### config.mk
export PLATFORM = sky130hd
export DESIGN_NAME = pe_grid_seq
export DESIGN_NICKNAME = d
export VERILOG_FILES = /design/src/rtl/pe_grid_seq.sv
export SDC_FILE = /design/constraint.sdc
export NUM_CORES = 1
export LEC_CHECK = 0
export CORE_ASPECT_RATIO = 1.2
export CORE_MARGIN = 2
export CORE_UTILIZATION = 60
export CTS_CLUSTER_DIAMETER = 150
export DETAILED_ROUTE_END_ITERATION = 16
export PLACE_DENSITY = 0.78
export REMOVE_ABC_BUFFERS = 1
export SYNTH_ARGS = -nofsm -noshare
export SYNTH_HDL_FRONTEND = slang
export SYNTH_SLANG_ARGS = --single-unit
### constraint.sdc
create_clock -name clk -period 8.65 [get_ports clk]
set_clock_uncertainty 0.1 [all_clocks]
set_input_delay 1.73 -clock clk [delete_from_list [all_inputs] [get_ports clk]]
set_output_delay 1.73 -clock clk [all_outputs]
set_load 0.01 [all_outputs]
### src/rtl/pe_grid_seq.sv
// Multi-row signed MAC array: each row is a COLS-tap chain with serial weight load,
// fill tracking, bypass, arithmetic shift, saturation and optional ReLU.
module pe_grid_seq #(
  parameter int ROWS  = 4,
  parameter int COLS  = 4,
  parameter int N     = 4,
  parameter int M     = 4,
  parameter int ACC_W = N + M + $clog2(COLS),
  parameter int SR    = 2,
  parameter int RELU  = 1
) (
  input  logic              clk,
  input  logic              rst,
  input  logic [ROWS*N-1:0] d_in,
  input  logic [ROWS-1:0]   en_in,
  input  logic [ROWS*M-1:0] w_in,
  input  logic              w_conf,
  input  logic              cntl_conf,
  input  logic [ROWS-1:0]   bp_in,
  output logic [ROWS*N-1:0] d_out,
  output logic [ROWS-1:0]   en_out,
  output logic              w_ready
);

  localparam int CW = $clog2(COLS + 1);
  localparam logic signed [ACC_W-1:0] SAT_MAX = ACC_W'((2 ** (N - 1)) - 1);
  localparam logic signed [ACC_W-1:0] SAT_MIN = ~SAT_MAX;

  typedef enum logic {CFG, RUN} state_t;

  state_t          state, state_nxt;
  logic [CW-1:0]   load_cnt, load_cnt_nxt;
  logic            fill_clr;
  logic [ROWS-1:0] bp;

  logic signed [M-1:0] w      [ROWS][COLS];
  logic signed [N-1:0] tap_p0 [ROWS][COLS];
  logic [CW-1:0]       fill   [ROWS];

  logic signed [N-1:0]     tap_nxt  [ROWS][COLS];
  logic [CW-1:0]           fill_nxt [ROWS];
  logic signed [ACC_W-1:0] acc      [ROWS];
  logic signed [N-1:0]     res      [ROWS];
  logic [ROWS-1:0]         accept, fire;

  logic signed [N-1:0] dout_p1 [ROWS];
  logic [ROWS-1:0]     vld_p1;

  function automatic logic signed [N-1:0] sat_n(input logic signed [ACC_W-1:0] v);
    if (v > SAT_MAX)      return SAT_MAX[N-1:0];
    else if (v < SAT_MIN) return SAT_MIN[N-1:0];
    else                  return v[N-1:0];
  endfunction

  function automatic logic signed [N-1:0] relu_n(input logic signed [N-1:0] v);
    return (RELU != 0 && v[N-1]) ? '0 : v;
  endfunction

  assign w_ready = (state == RUN);

  // Weight-load sequencing; a reload from RUN counts as the first shift.
  always_comb begin
    state_nxt    = state;
    load_cnt_nxt = load_cnt;
    fill_clr     = cntl_conf;
    case (state)
      CFG: begin
        if (w_conf) begin
          if (load_cnt == CW'(COLS - 1)) begin
            state_nxt    = RUN;
            load_cnt_nxt = CW'(COLS);
          end else begin
            load_cnt_nxt = load_cnt + CW'(1);
          end
        end
      end
      RUN: begin
        if (w_conf) begin
          state_nxt    = (COLS == 1) ? RUN : CFG;
          load_cnt_nxt = CW'(1);
          fill_clr     = 1'b1;
        end
      end
      default: state_nxt = CFG;
    endcase
  end

  always_comb begin
    for (int j = 0; j < ROWS; j++) begin
      accept[j]     = en_in[j] & ~bp[j] & w_ready & ~w_conf;
      tap_nxt[j][0] = d_in[j*N +: N];
      for (int i = 1; i < COLS; i++) tap_nxt[j][i] = tap_p0[j][i-1];
      // Clear takes priority so a same-cycle enable counts as fill 1.
      fill_nxt[j] = fill_clr ? '0 : fill[j];
      if (accept[j] && fill_nxt[j] != CW'(COLS)) fill_nxt[j] = fill_nxt[j] + CW'(1);
      fire[j] = accept[j] && (fill_nxt[j] == CW'(COLS));
      acc[j]  = '0;
      for (int i = 0; i < COLS; i++)
        acc[j] = acc[j] + ACC_W'(tap_nxt[j][i]) * ACC_W'(w[j][i]);
      res[j] = relu_n(sat_n(acc[j] >>> SR));
    end
  end

  // stage 0 -> 1: tap shift, MAC result and bypass data registered to outputs
  always_ff @(posedge clk) begin
    if (rst) begin
      state    <= CFG;
      load_cnt <= '0;
      bp       <= '0;
      vld_p1   <= '0;
      for (int j = 0; j < ROWS; j++) begin
        fill[j]    <= '0;
        dout_p1[j] <= '0;
        for (int i = 0; i < COLS; i++) begin
          w[j][i]      <= '0;
          tap_p0[j][i] <= '0;
        end
      end
    end else begin
      state    <= state_nxt;
      load_cnt <= load_cnt_nxt;
      if (cntl_conf) bp <= bp_in;
      for (int j = 0; j < ROWS; j++) begin
        fill[j] <= fill_nxt[j];
        if (w_conf) begin
          w[j][0] <= w_in[j*M +: M];
          for (int i = 1; i < COLS; i++) w[j][i] <= w[j][i-1];
        end
        if (accept[j]) begin
          for (int i = 0; i < COLS; i++) tap_p0[j][i] <= tap_nxt[j][i];
        end
        if (bp[j]) begin
          vld_p1[j]  <= en_in[j];
          dout_p1[j] <= d_in[j*N +: N];
        end else begin
          vld_p1[j] <= fire[j];
          if (fire[j]) dout_p1[j] <= res[j];
        end
      end
    end
  end

  assign en_out = vld_p1;

  for (genvar j = 0; j < ROWS; j++) begin : g_out
    assign d_out[j*N +: N] = dout_p1[j];
  end

endmodule

==> flow_metrics.py, run 1 <==
metrics = {
    "status": {
        "status": "finished, final reports clean",
    },
    "global_routing": {
        "global_route_wire_length_before_repair_um": 67500,
        "grt.overflow.total": 0,
        "initial_antenna_violation_count": 0,
        "grt_pass1_vias": 13700,
        "grt_max_degree": 65,
        "grt_usage": 0.260,
    },
    "pwr": {
        "power.total_mw": 5.01,
        "max-vdd-ir-drop_v": 0.000249,
        "internal_power_mw": 2.81,
        "logic_pwr_share": 0.650,
        "power.share.switching": 0.439,
        "power_frac_seq": 0.177,
        "switching_power_mw": 2.20,
        "power_density_mw_per_mm2": 243,
        "pwr-share-clk": 0.173,
        "power_leakage_nw": 9.65,
    },
    "finish": {
        "post_route_cells_drive_above_1_share": 0.0333,
        "stdcell_area_mm2": 0.0206,
        "area.growth.synth_to_final_pct": 9.16,
        "fillCellCount": 2423,
        "post_layout_nonfiller_instances": 2292,
        "nNetsFinal": 2385,
        "antenna_cells": 0,
    },
    "setup_path": {
        "worst_ep_required_time_ns": 8.75,
        "critical_path.max_fanout": 6,
        "critPathMaxStageDelay_ns": 0.65,
        "worstRegToRegCells": 18,
        "crit_top_cell": "fa_1",
        "crit-reg2reg-launch": "w[3][11]",
        "regToRegSetupSlack_ns": 2.57,
        "reg2reg_to": "dout_p1[3][1]",
        "critPathKind": "in2reg",
        "slowest_stage_cell_crit_path": "clkdlybuf4s50_1",
        "worstPathArrival_ns": 7.54,
        "worstSetupEndpointType": "register",
        "critical_path.startpoint_type": "input port",
        "worstPathCellList": "clkdlybuf4s50_1, nand2_1, inv_1, fa_1, fa_1, inv_1, fa_1, inv_1, fa_1, fa_1, inv_1, fa_1, inv_1, ha_1, a21o_1, a21o_1, nand2_1, nand2_1, a211oi_1, xor2_1, nor3_1, a211o_1",
    },
    "floorplan": {
        "chipHeight_um": 198,
        "fp-row-count": 71,
        "chip_width_um": 166,
        "fp.dieArea_mm2": 0.0330,
        "start_util": 0.606,
        "pin_count": 65,
        "placeableCoreArea_mm2": 0.0312,
    },
    "cts": {
        "post_cts.repair.setup_buffers": 0,
        "tritoncts": "built",
        "clk_path_buf_depth": 2,
        "htree_num_levels": 4,
        "clock_tree_root": "clkbuf_16",
        "clk_latency_ns": 0.44,
        "cts_resized": 0,
        "cts_inserted_buffers": 17,
        "cts.sink_count": 152,
        "clkSlewWorstSetupHoldPaths_ns": 0.07,
        "cts_hold_buffers": 0,
    },
    "yosys": {
        "synth_enable_flop_cells": 128,
        "synth_area_leaders": "fa_1 34%, edfxtp_1 20%, ha_1 9.4%",
        "synth-seq-area-share": 0.229,
        "synth-main-ff-cell": "edfxtp_1",
        "synth_cells": 1818,
        "synthesis.area_per_instance_um2": 10.4,
        "synth-async-reset-ratio": 0,
        "yosys_warnings": 0,
        "synth_top_area_cell": "fa_1",
        "synth_top_cell_area_share": 0.339,
        "netlist-cell-type-count": 55,
        "syn_area_mm2": 0.0189,
        "synth_seq_cells": 152,
    },
    "detailed_routing": {
        "drt-initial-drc-count": 627,
        "drtAntennaViolNets": 0,
        "drc": 0,
        "drt-pass1-iter-count": 5,
        "route.detailed.wl_per_inst_um": 17.3,
        "detailroute.via_count": 12400,
        "post_drt_via_cell_ratio": 5.41,
        "wl_um": 39600,
    },
    "sta": {
        "timing.fmax_mhz": 134,
        "fin_tns_setup_ns": 0,
        "timing_max_transition_violations_final": 0,
        "share_of_the_clock_period_used_by_the_worst_path_after_layout": 0.860,
        "worst_pin_slew_ns": 1.02,
        "hold_viol_final": 0,
        "final_period_minus_worst_setup_slack_ns": 7.44,
        "setup_violations": 0,
        "rsz_0062_raised_after_global_routing": "false",
        "slew-limit-headroom": 0.320,
    },
    "placement": {
        "placed_cells_incl_taps": 2261,
        "port_buffers": 64,
        "placedInstanceArea_mm2": 0.0200,
        "dp.final_hpwl_um": 31600,
        "globalplace.congestion": 0.874,
    },
    "flow_run": {
        "timing.max_cap.violations": 0,
    },
    "hold_path": {
        "hold_path_depth": 2,
        "hold_path_end": "load_cnt[1]",
        "worst_hold_startpoint": "load_cnt[1]",
        "holdCritPathClass": "reg2reg",
    },
}
kinds of logic after synthesis:
family,after synthesis,share of synthesized area
AND/OR/NAND/NOR,557,0.162
multiplexers,24,0.0135
AO/OA/AOI/OAI,110,0.0364
XOR/XNOR,76,0.0394
buffers and inverters,437,0.0868
adder cells (fa/ha/maj),462,0.433
flip-flops,152,0.229
worst max-delay path, delay by kind of cell:
family | cells | cell delay [ns]
buffers and inverters | 6 | 0.98
adders and majority gates | 7 | 3.27
xor gates and xnor gates | 1 | 0.19
and+or+nand+nor | 4 | 0.38
AOI/OAI and AO/OA | 4 | 0.97
flip-flops by register name, indices dropped and copies added (netlist names):
name and flops:
w 64, load_cnt 3, bp 4, w_ready 1
en_out 4, dout_p1 16, fill 12, tap_p0 48
synthesized netlist by cell type (7+ instances only):
cell / count
nand2_1: 129
ha_1: 142
nor3_1: 11
nor2_1: 48
or2_2: 9
nand2b_1: 29
mux2i_1: 12
fa_1: 320
clkbuf_1: 24
nand3_1: 11
edfxtp_1: 128
nor2b_1: 43
xor2_1: 15
xnor2_1: 55
o21a_1: 8
a21o_1: 7
a21oi_1: 34
inv_1: 412
mux2_2: 12
nand4_1: 8
dfxtp_1: 24
and2_1: 239
o21ai_0: 25
final cells by class:
type	instances	area (um^2)	share of cell area
well taps	401	502	0.0243
inverters	412	1550	0.0749
multi-input cells	1229	13000	0.628
clock inverters	13	216	0.0105
clock buffers	18	429	0.0208
flip-flops and latches	152	4320	0.210
repair buffers	67	663	0.0321
cell usage in the layout (no fill, tap or decap), types with 3 or more instances in the layout:
cell type	Yosys	final
a211o_1	3	3
a211oi_1	6	6
a21o_1	7	7
a21oi_1	34	33
a22oi_1	6	6
a31oi_1	6	6
and2_1	239	239
and3_1	3	3
buf_4	0	3
bufinv_16	0	5
clkbuf_16	0	17
clkdlybuf4s50_1	0	64
dfxtp_1	24	24
edfxtp_1	128	128
fa_1	320	320
ha_1	142	142
inv_1	412	412
inv_6	0	5
mux2_2	12	12
mux2i_1	12	12
nand2_1	129	129
nand2b_1	29	29
nand3_1	11	11
nand4_1	8	8
nand4b_1	3	3
nor2_1	48	47
nor2b_1	43	42
nor3_1	11	11
nor3b_1	4	4
nor4_1	3	3
nor4b_1	3	3
o211ai_1	3	3
o21a_1	8	8
o21ai_0	25	25
or2_2	9	8
or3_1	4	4
xnor2_1	55	55
xor2_1	15	15
xor3_1	3	3
power by group through the flow:
| stage | Combinational (mW) | Clock (mW) | Sequential, mW |
|---|---|---|---|
| 5_1_grt | 3.76 | 0.894 | 0.893 |
| 4_1_cts | 3.27 | 0.868 | 0.887 |
| 2_1_floorplan | 2.59 | 0 | 0.877 |
| 3_5_place_dp | 3.24 | 0 | 0.903 |
| 3_3_place_gp | 3.12 | 0 | 0.902 |
| 6_report | 3.26 | 0.867 | 0.889 |
stage by stage:
| stage | hold WS [ns] | worst slack, ns | utilization |
|---|---|---|---|
| 2_1_floorplan | 0.343 | 1.72 | - |
| 3_3_place_gp | 0.359 | 0.962 | 0.641 |
| 3_5_place_dp | 0.379 | 0.808 | 0.641 |
| 4_1_cts | 0.388 | 1.25 | 0.662 |
| 5_1_grt | 0.401 | 0.971 | 0.662 |
| 6_report | 0.387 | 1.21 | 0.662 |
routing by layer:
| layer | wire (um) | vias up | share of wire | track usage |
|---|---|---|---|---|
| met3 | 1460 | 67 | 0.037 | 0.0310 |
| met2 | 21300 | 292 | 0.54 | 0.478 |
| met5 | 0 | - | 0 | 0 |
| met1 | 15800 | 6355 | 0.40 | 0.320 |
| met4 | 1050 | 0 | 0.027 | 0.0831 |
| li1 | - | 5687 | - | - |
how the worst max path moves through the flow:
stage / slack (ns) / cells past startpoint / endpoint / start
CTS: 1.25 / 22 / dout_p1[0][1] / d_in[3]
floorplan: 1.72 / 20 / dout_p1[3][1] / d_in[15]
global placement: 0.96 / 20 / dout_p1[0][1] / d_in[3]
global route: 0.97 / 19 / dout_p1[0][1] / d_in[3]
finish: 1.21 / 22 / dout_p1[0][1] / d_in[3]
detailed placement: 0.81 / 22 / dout_p1[0][1] / d_in[3]
Note: power is estimated with default switching activity, not from simulation.
==> run 2: changes to the inputs <==
--- a/config.mk
+++ b/config.mk
@@ -5,12 +5,14 @@
 export SDC_FILE = /design/constraint.sdc
 export NUM_CORES = 1
 export LEC_CHECK = 0
+export CELL_PAD_IN_SITES_DETAIL_PLACEMENT = 2
+export CELL_PAD_IN_SITES_GLOBAL_PLACEMENT = 2
 export CORE_ASPECT_RATIO = 1.2
 export CORE_MARGIN = 2
-export CORE_UTILIZATION = 60
+export CORE_UTILIZATION = 43
 export CTS_CLUSTER_DIAMETER = 150
 export DETAILED_ROUTE_END_ITERATION = 16
-export PLACE_DENSITY = 0.78
+export PLACE_DENSITY_LB_ADDON = 0.1
 export REMOVE_ABC_BUFFERS = 1
 export SYNTH_ARGS = -nofsm -noshare
 export SYNTH_HDL_FRONTEND = slang
==> run 2 against run 1 <==
Register-to-register slack worse by 0.22 ns; final cell count up 7.1%; fmax down 1.4%; combinational power up 6.1%; sequential cell count unchanged; routed wire length up 28%; via count up 0.58%; die area up 39%; largest power group unchanged.
==> flow_metrics.py, run 2 (synthesis results as in run 1) <==
metrics = {
    "setup_path": {
        "worst-path-buf-inv": 4,
        "worstRegToRegCells": 18,
        "critical_path.startpoint_type": "input port",
        "crit-reg2reg-launch": "w[3][11]",
        "critical_path.top_delay_family": "adder cells",
        "regToRegSetupSlack_ns": 2.35,
        "setup.worst_path.end": "dout_p1[0][1]",
        "crit_top_cell": "fa_1",
        "critPathMaxStageDelay_ns": 0.66,
        "critPathKind": "in2reg",
        "worstPathCellList": "clkdlybuf4s50_1, mux2_2, ha_1, inv_1, fa_1, inv_1, fa_1, inv_1, fa_1, fa_1, fa_1, xnor2_1, xnor2_1, xnor2_1, xnor2_1, o32a_1, o21ai_0, a211oi_1, a211o_1",
        "critical_path.max_fanout": 6,
        "worstPathArrival_ns": 7.77,
        "critPathLaunch": "d_in[3]",
        "worstSetupEndpointType": "register",
        "critical_path_cell_count": 19,
        "worst_ep_required_time_ns": 8.88,
        "slowest_stage_cell_crit_path": "clkdlybuf4s50_1",
        "reg2reg_to": "dout_p1[3][1]",
    },
    "cts": {
        "clk_latency_ns": 0.45,
        "tritoncts": "built",
        "post_cts.repair.setup_buffers": 0,
        "htree_num_levels": 4,
        "cts_inserted_buffers": 17,
        "clkSlewWorstSetupHoldPaths_ns": 0.07,
        "clk_path_buf_depth": 2,
        "clock_tree_root": "clkbuf_16",
        "cts_hold_buffers": 0,
        "cts.sink_count": 152,
        "cts_resized": 0,
    },
    "sta": {
        "hold_viol_final": 0,
        "timing_max_transition_violations_final": 0,
        "postLayoutSetupSlackWorst_ns": 1.11,
        "final_period_minus_worst_setup_slack_ns": 7.54,
        "slew-limit-headroom": 0.268,
        "worst_pin_slew_ns": 1.10,
        "fin_hold_ws_ns": 0.389,
        "timing.fmax_mhz": 133,
        "fin_tns_setup_ns": 0,
        "share_of_the_clock_period_used_by_the_worst_path_after_layout": 0.872,
        "rsz_0062_raised_after_global_routing": "false",
        "setup_violations": 0,
    },
    "finish": {
        "mostFrequentLayoutCell": "inv_1",
        "top_register": "w",
        "fillCellCount": 4485,
        "stdcell_area_mm2": 0.0208,
        "final_core_utilization": 0.477,
        "nNetsFinal": 2388,
        "largest_reg_flops": 64,
        "reg_top3": "w: 64 flops, tap_p0: 48 flops, dout_p1: 16 flops",
        "post_route_cells_drive_above_1_share": 0.0354,
        "area.growth.synth_to_final_pct": 10.2,
        "final_cell_mix": "412 x inv_1, 320 x fa_1, 239 x and2_1",
    },
    "detailed_routing": {
        "drt-pass1-iter-count": 4,
        "route.detailed.wl_per_inst_um": 20.6,
        "wl_um": 50600,
        "post_drt_via_cell_ratio": 5.08,
        "drtAntennaViolNets": 0,
        "detailroute.via_count": 12500,
        "drt-initial-drc-count": 368,
        "drc": 0,
    },
    "global_routing": {
        "grt_max_degree": 65,
        "global_route_wire_length_before_repair_um": 81900,
        "grt_pass1_vias": 15100,
        "grt_usage": 0.236,
        "initial_antenna_violation_count": 1,
        "grt.overflow.total": 0,
    },
    "placement": {
        "dp_slack_ns": 0.592,
        "port_buffers": 64,
        "dp.final_hpwl_um": 41500,
        "placedInstanceArea_mm2": 0.0202,
        "globalplace.congestion": 0.794,
    },
    "floorplan": {
        "pin_count": 65,
        "chip_width_um": 195,
        "placeableCoreArea_mm2": 0.0436,
        "fp.dieArea_mm2": 0.0457,
        "fp-row-count": 84,
        "chipHeight_um": 234,
        "start_util": 0.433,
    },
    "flow_run": {
        "timing.max_cap.violations": 0,
    },
    "pwr": {
        "power_leakage_nw": 9.65,
        "max-vdd-ir-drop_v": 0.000191,
        "power_density_mw_per_mm2": 248,
    },
    "status": {
        "status": "finished, final reports clean",
    },
    "hold_path": {
        "holdCritPathClass": "reg2reg",
    },
}
==> run 2: layer usage <==
metal / global-route usage / vias to the layer above / routed length [um]
met1: 0.269 / 6599 / 20000
li1: - / 5690 / -
met4: 0.0589 / 0 / 1010
met5: 0 / - / 0
met2: 0.465 / 128 / 28600
met3: 0.0284 / 56 / 986
==> run 2: metrics by stage <==
stage / cells / total power, mW
global route: 2454 / 5.73
detailed placement: 2422 / 4.44
finish: 2455 / 5.17
floorplan: 1793 / 3.46
CTS: 2454 / 5.28
global placement: 2422 / 4.21
==> run 2: worst min-delay path by stage <==
stage | slack (ns) | cells after the start | to | start
after floorplan | 0.34 | 2 | load_cnt[1] | load_cnt[1]
after global placement | 0.36 | 2 | load_cnt[1] | load_cnt[1]
after global routing | 0.43 | 2 | load_cnt[1] | load_cnt[1]
final | 0.39 | 2 | load_cnt[1] | load_cnt[1]
after CTS | 0.39 | 2 | load_cnt[1] | load_cnt[1]
after detailed placement | 0.38 | 2 | load_cnt[1] | load_cnt[1]
==> run 2: layout make-up <==
| cell class | instances | area [um^2] | share of cell area |
|---|---|---|---|
| repair buffers | 70 | 681 | 0.0327 |
| clock buffers | 22 | 474 | 0.0228 |
| clock inverters | 10 | 144 | 0.00691 |
| flip-flops and latches | 152 | 4320 | 0.208 |
| diodes | 1 | 2.50 | 0.000120 |
| well taps | 559 | 699 | 0.0336 |
| multi-input cells | 1229 | 13000 | 0.622 |
| inverters | 412 | 1550 | 0.0743 |
==> run 2: worst min-delay path, stage by stage, from the launching register on <==
cell	delay (ns)
dfxtp_1	0.32
nand2b_1	0.07
a21oi_1	0.05
==> run 2: power by group <==
group,switching [mW],internal (mW),leakage (nW)
Sequential,0.0600,0.833,1.56
Combinational,1.96,1.51,7.79
Clock,0.335,0.478,0.293
Total,2.35,2.82,9.65
==> run 3: changes to the inputs <==
--- a/config.mk
+++ b/config.mk
@@ -10,7 +10,8 @@
 export CORE_ASPECT_RATIO = 1.2
 export CORE_MARGIN = 2
 export CORE_UTILIZATION = 43
-export CTS_CLUSTER_DIAMETER = 150
+export CTS_CLUSTER_DIAMETER = 50
+export CTS_CLUSTER_SIZE = 20
 export DETAILED_ROUTE_END_ITERATION = 16
 export PLACE_DENSITY_LB_ADDON = 0.1
 export REMOVE_ABC_BUFFERS = 1
==> constraint.sdc (replaced) <==
create_clock -name clk -period 7.9 [get_ports clk]
set_clock_uncertainty 0.1 [all_clocks]
set_input_delay 1.58 -clock clk [delete_from_list [all_inputs] [get_ports clk]]
set_output_delay 1.58 -clock clk [all_outputs]
set_load 0.01 [all_outputs]
==> run 3 against run 2 <==
Setup slack worse by 0.46 ns; register-to-register slack worse by 0.64 ns; critical endpoint is now dout_p1[1][0]; non-clock buffer count grew 15; highest routed layer unchanged; worst hold slack gained 0.00062 ns; largest cell class unchanged.
==> flow_metrics.py, run 3 (synthesis results as in run 1) <==
metrics = {
    "status": {
        "status": "finished, final reports clean",
    },
    "finish": {
        "top_register": "w",
        "final_core_utilization": 0.481,
        "reg_top3": "w: 64 flops, tap_p0: 48 flops, dout_p1: 16 flops",
        "multiInputGateArea_mm2": 0.0130,
        "stdcell_area_mm2": 0.0210,
        "largest_reg_flops": 64,
        "fillCellCount": 4504,
        "area.growth.synth_to_final_pct": 10.9,
        "nNetsFinal": 2403,
        "mostFrequentLayoutCell": "inv_1",
        "final_cell_mix": "412 x inv_1, 320 x fa_1, 239 x and2_1",
        "layout.area.seq_mm2": 0.00432,
        "post_route_cells_drive_above_1_share": 0.0419,
        "post_layout_nonfiller_instances": 2470,
    },
    "global_routing": {
        "initial_antenna_violation_count": 1,
        "global_route_wire_length_before_repair_um": 82100,
        "grt_pass1_vias": 15000,
        "grt.overflow.total": 0,
        "grt_max_degree": 65,
        "grt_usage": 0.237,
    },
    "hold_path": {
        "holdCritPathClass": "reg2reg",
    },
    "sta": {
        "setup_violations": 0,
        "final_period_minus_worst_setup_slack_ns": 7.26,
        "timing.fmax_mhz": 138,
        "fin_tns_setup_ns": 0,
        "slew-limit-headroom": 0.259,
        "hold_viol_final": 0,
        "fin_hold_ws_ns": 0.390,
        "worst_pin_slew_ns": 1.11,
        "timing_max_transition_violations_final": 0,
        "share_of_the_clock_period_used_by_the_worst_path_after_layout": 0.919,
        "rsz_0062_raised_after_global_routing": "false",
        "postLayoutSetupSlackWorst_ns": 0.643,
    },
    "floorplan": {
        "pin_count": 65,
        "fp.dieArea_mm2": 0.0457,
        "chipHeight_um": 234,
        "start_util": 0.433,
        "chip_width_um": 195,
        "fp-row-count": 84,
        "placeableCoreArea_mm2": 0.0436,
    },
    "cts": {
        "clock_tree_root": "clkbuf_16",
        "clk_path_buf_depth": 2,
        "cts_resized": 0,
        "clkSlewWorstSetupHoldPaths_ns": 0.07,
        "cts_hold_buffers": 0,
        "cts_inserted_buffers": 17,
        "tritoncts": "built",
        "cts.sink_count": 152,
        "clk_latency_ns": 0.46,
        "htree_num_levels": 4,
        "post_cts.repair.setup_buffers": 0,
    },
    "setup_path": {
        "worstPathCellList": "clkdlybuf4s50_1, mux2_2, ha_1, inv_1, fa_1, inv_1, fa_1, fa_1, fa_1, inv_1, fa_1, inv_1, ha_1, a21o_1, a21o_1, xor2_1, or4_1, a21oi_1, nor4b_1, a21oi_1, o21ai_0",
        "critical_path.top_delay_family": "adder cells",
        "worst-path-buf-inv": 5,
        "worst_ep_required_time_ns": 8.01,
        "crit_top_cell": "fa_1",
        "critPathMaxStageDelay_ns": 0.59,
        "slowest_stage_cell_crit_path": "clkdlybuf4s50_1",
        "worstPathArrival_ns": 7.36,
        "critical_path.startpoint_type": "input port",
        "critPathKind": "in2reg",
        "critical_path.max_fanout": 6,
        "worstSetupEndpointType": "register",
    },
    "pwr": {
        "power.total_mw": 5.77,
        "max-vdd-ir-drop_v": 0.000209,
        "power_density_mw_per_mm2": 275,
        "power_leakage_nw": 9.72,
    },
    "detailed_routing": {
        "drtAntennaViolNets": 0,
        "drc": 0,
        "wl_um": 51100,
        "drt-pass1-iter-count": 6,
        "detailroute.via_count": 12500,
        "route.detailed.wl_per_inst_um": 20.7,
        "drt-initial-drc-count": 354,
        "post_drt_via_cell_ratio": 5.08,
    },
    "placement": {
        "placedInstanceArea_mm2": 0.0203,
        "placed_cells_incl_taps": 2437,
        "port_buffers": 64,
        "dp_slack_ns": 0.145,
        "dp.final_hpwl_um": 41900,
        "globalplace.congestion": 0.806,
    },
    "flow_run": {
        "timing.max_cap.violations": 0,
    },
}
[run 3: final timing paths]
kind,slack (ns),startpoint,end,depth (start not counted)
worst max-delay path,0.64,d_in[7],dout_p1[1][0],21
worst min-delay path,0.39,load_cnt[1],load_cnt[1],2
worst max register to register,1.71,w[3][0],dout_p1[3][1],21
worst min register to register,0.39,load_cnt[1],load_cnt[1],2
[run 3: routing by layer]
metal / part of all wire / wire [um] / global-route usage
met1: 0.40 / 20600 / 0.274
met2: 0.56 / 28400 / 0.462
met3: 0.018 / 934 / 0.0238
met4: 0.023 / 1160 / 0.0706
met5: 0 / 0 / 0
[run 3: cell type report]
class / instances / share of cell area
clock buffer: 20 / 0.0208
tap: 559 / 0.0334
antenna: 1 / 0.000119
sequential: 152 / 0.206
multi-input combinational: 1229 / 0.618
timing repair buffer: 85 / 0.0378
inverter: 412 / 0.0738
clock inverter: 12 / 0.00961
[run 3: worst register-to-register path: cells and delay by family (launching register included)]
kind	cells	cell delay (ns)
AO/OA/AOI/OAI	3	0.36
buffers and inverters	6	0.41
flip-flops	1	0.50
AND/OR/NAND/NOR	4	1.03
XOR/XNOR	1	0.22
adder cells (fa/ha/maj)	7	3.40
[run 3: report_power, final]
group	internal, mW	switching, mW
registers	0.912	0.0665
clock network	0.560	0.374
logic	1.70	2.16
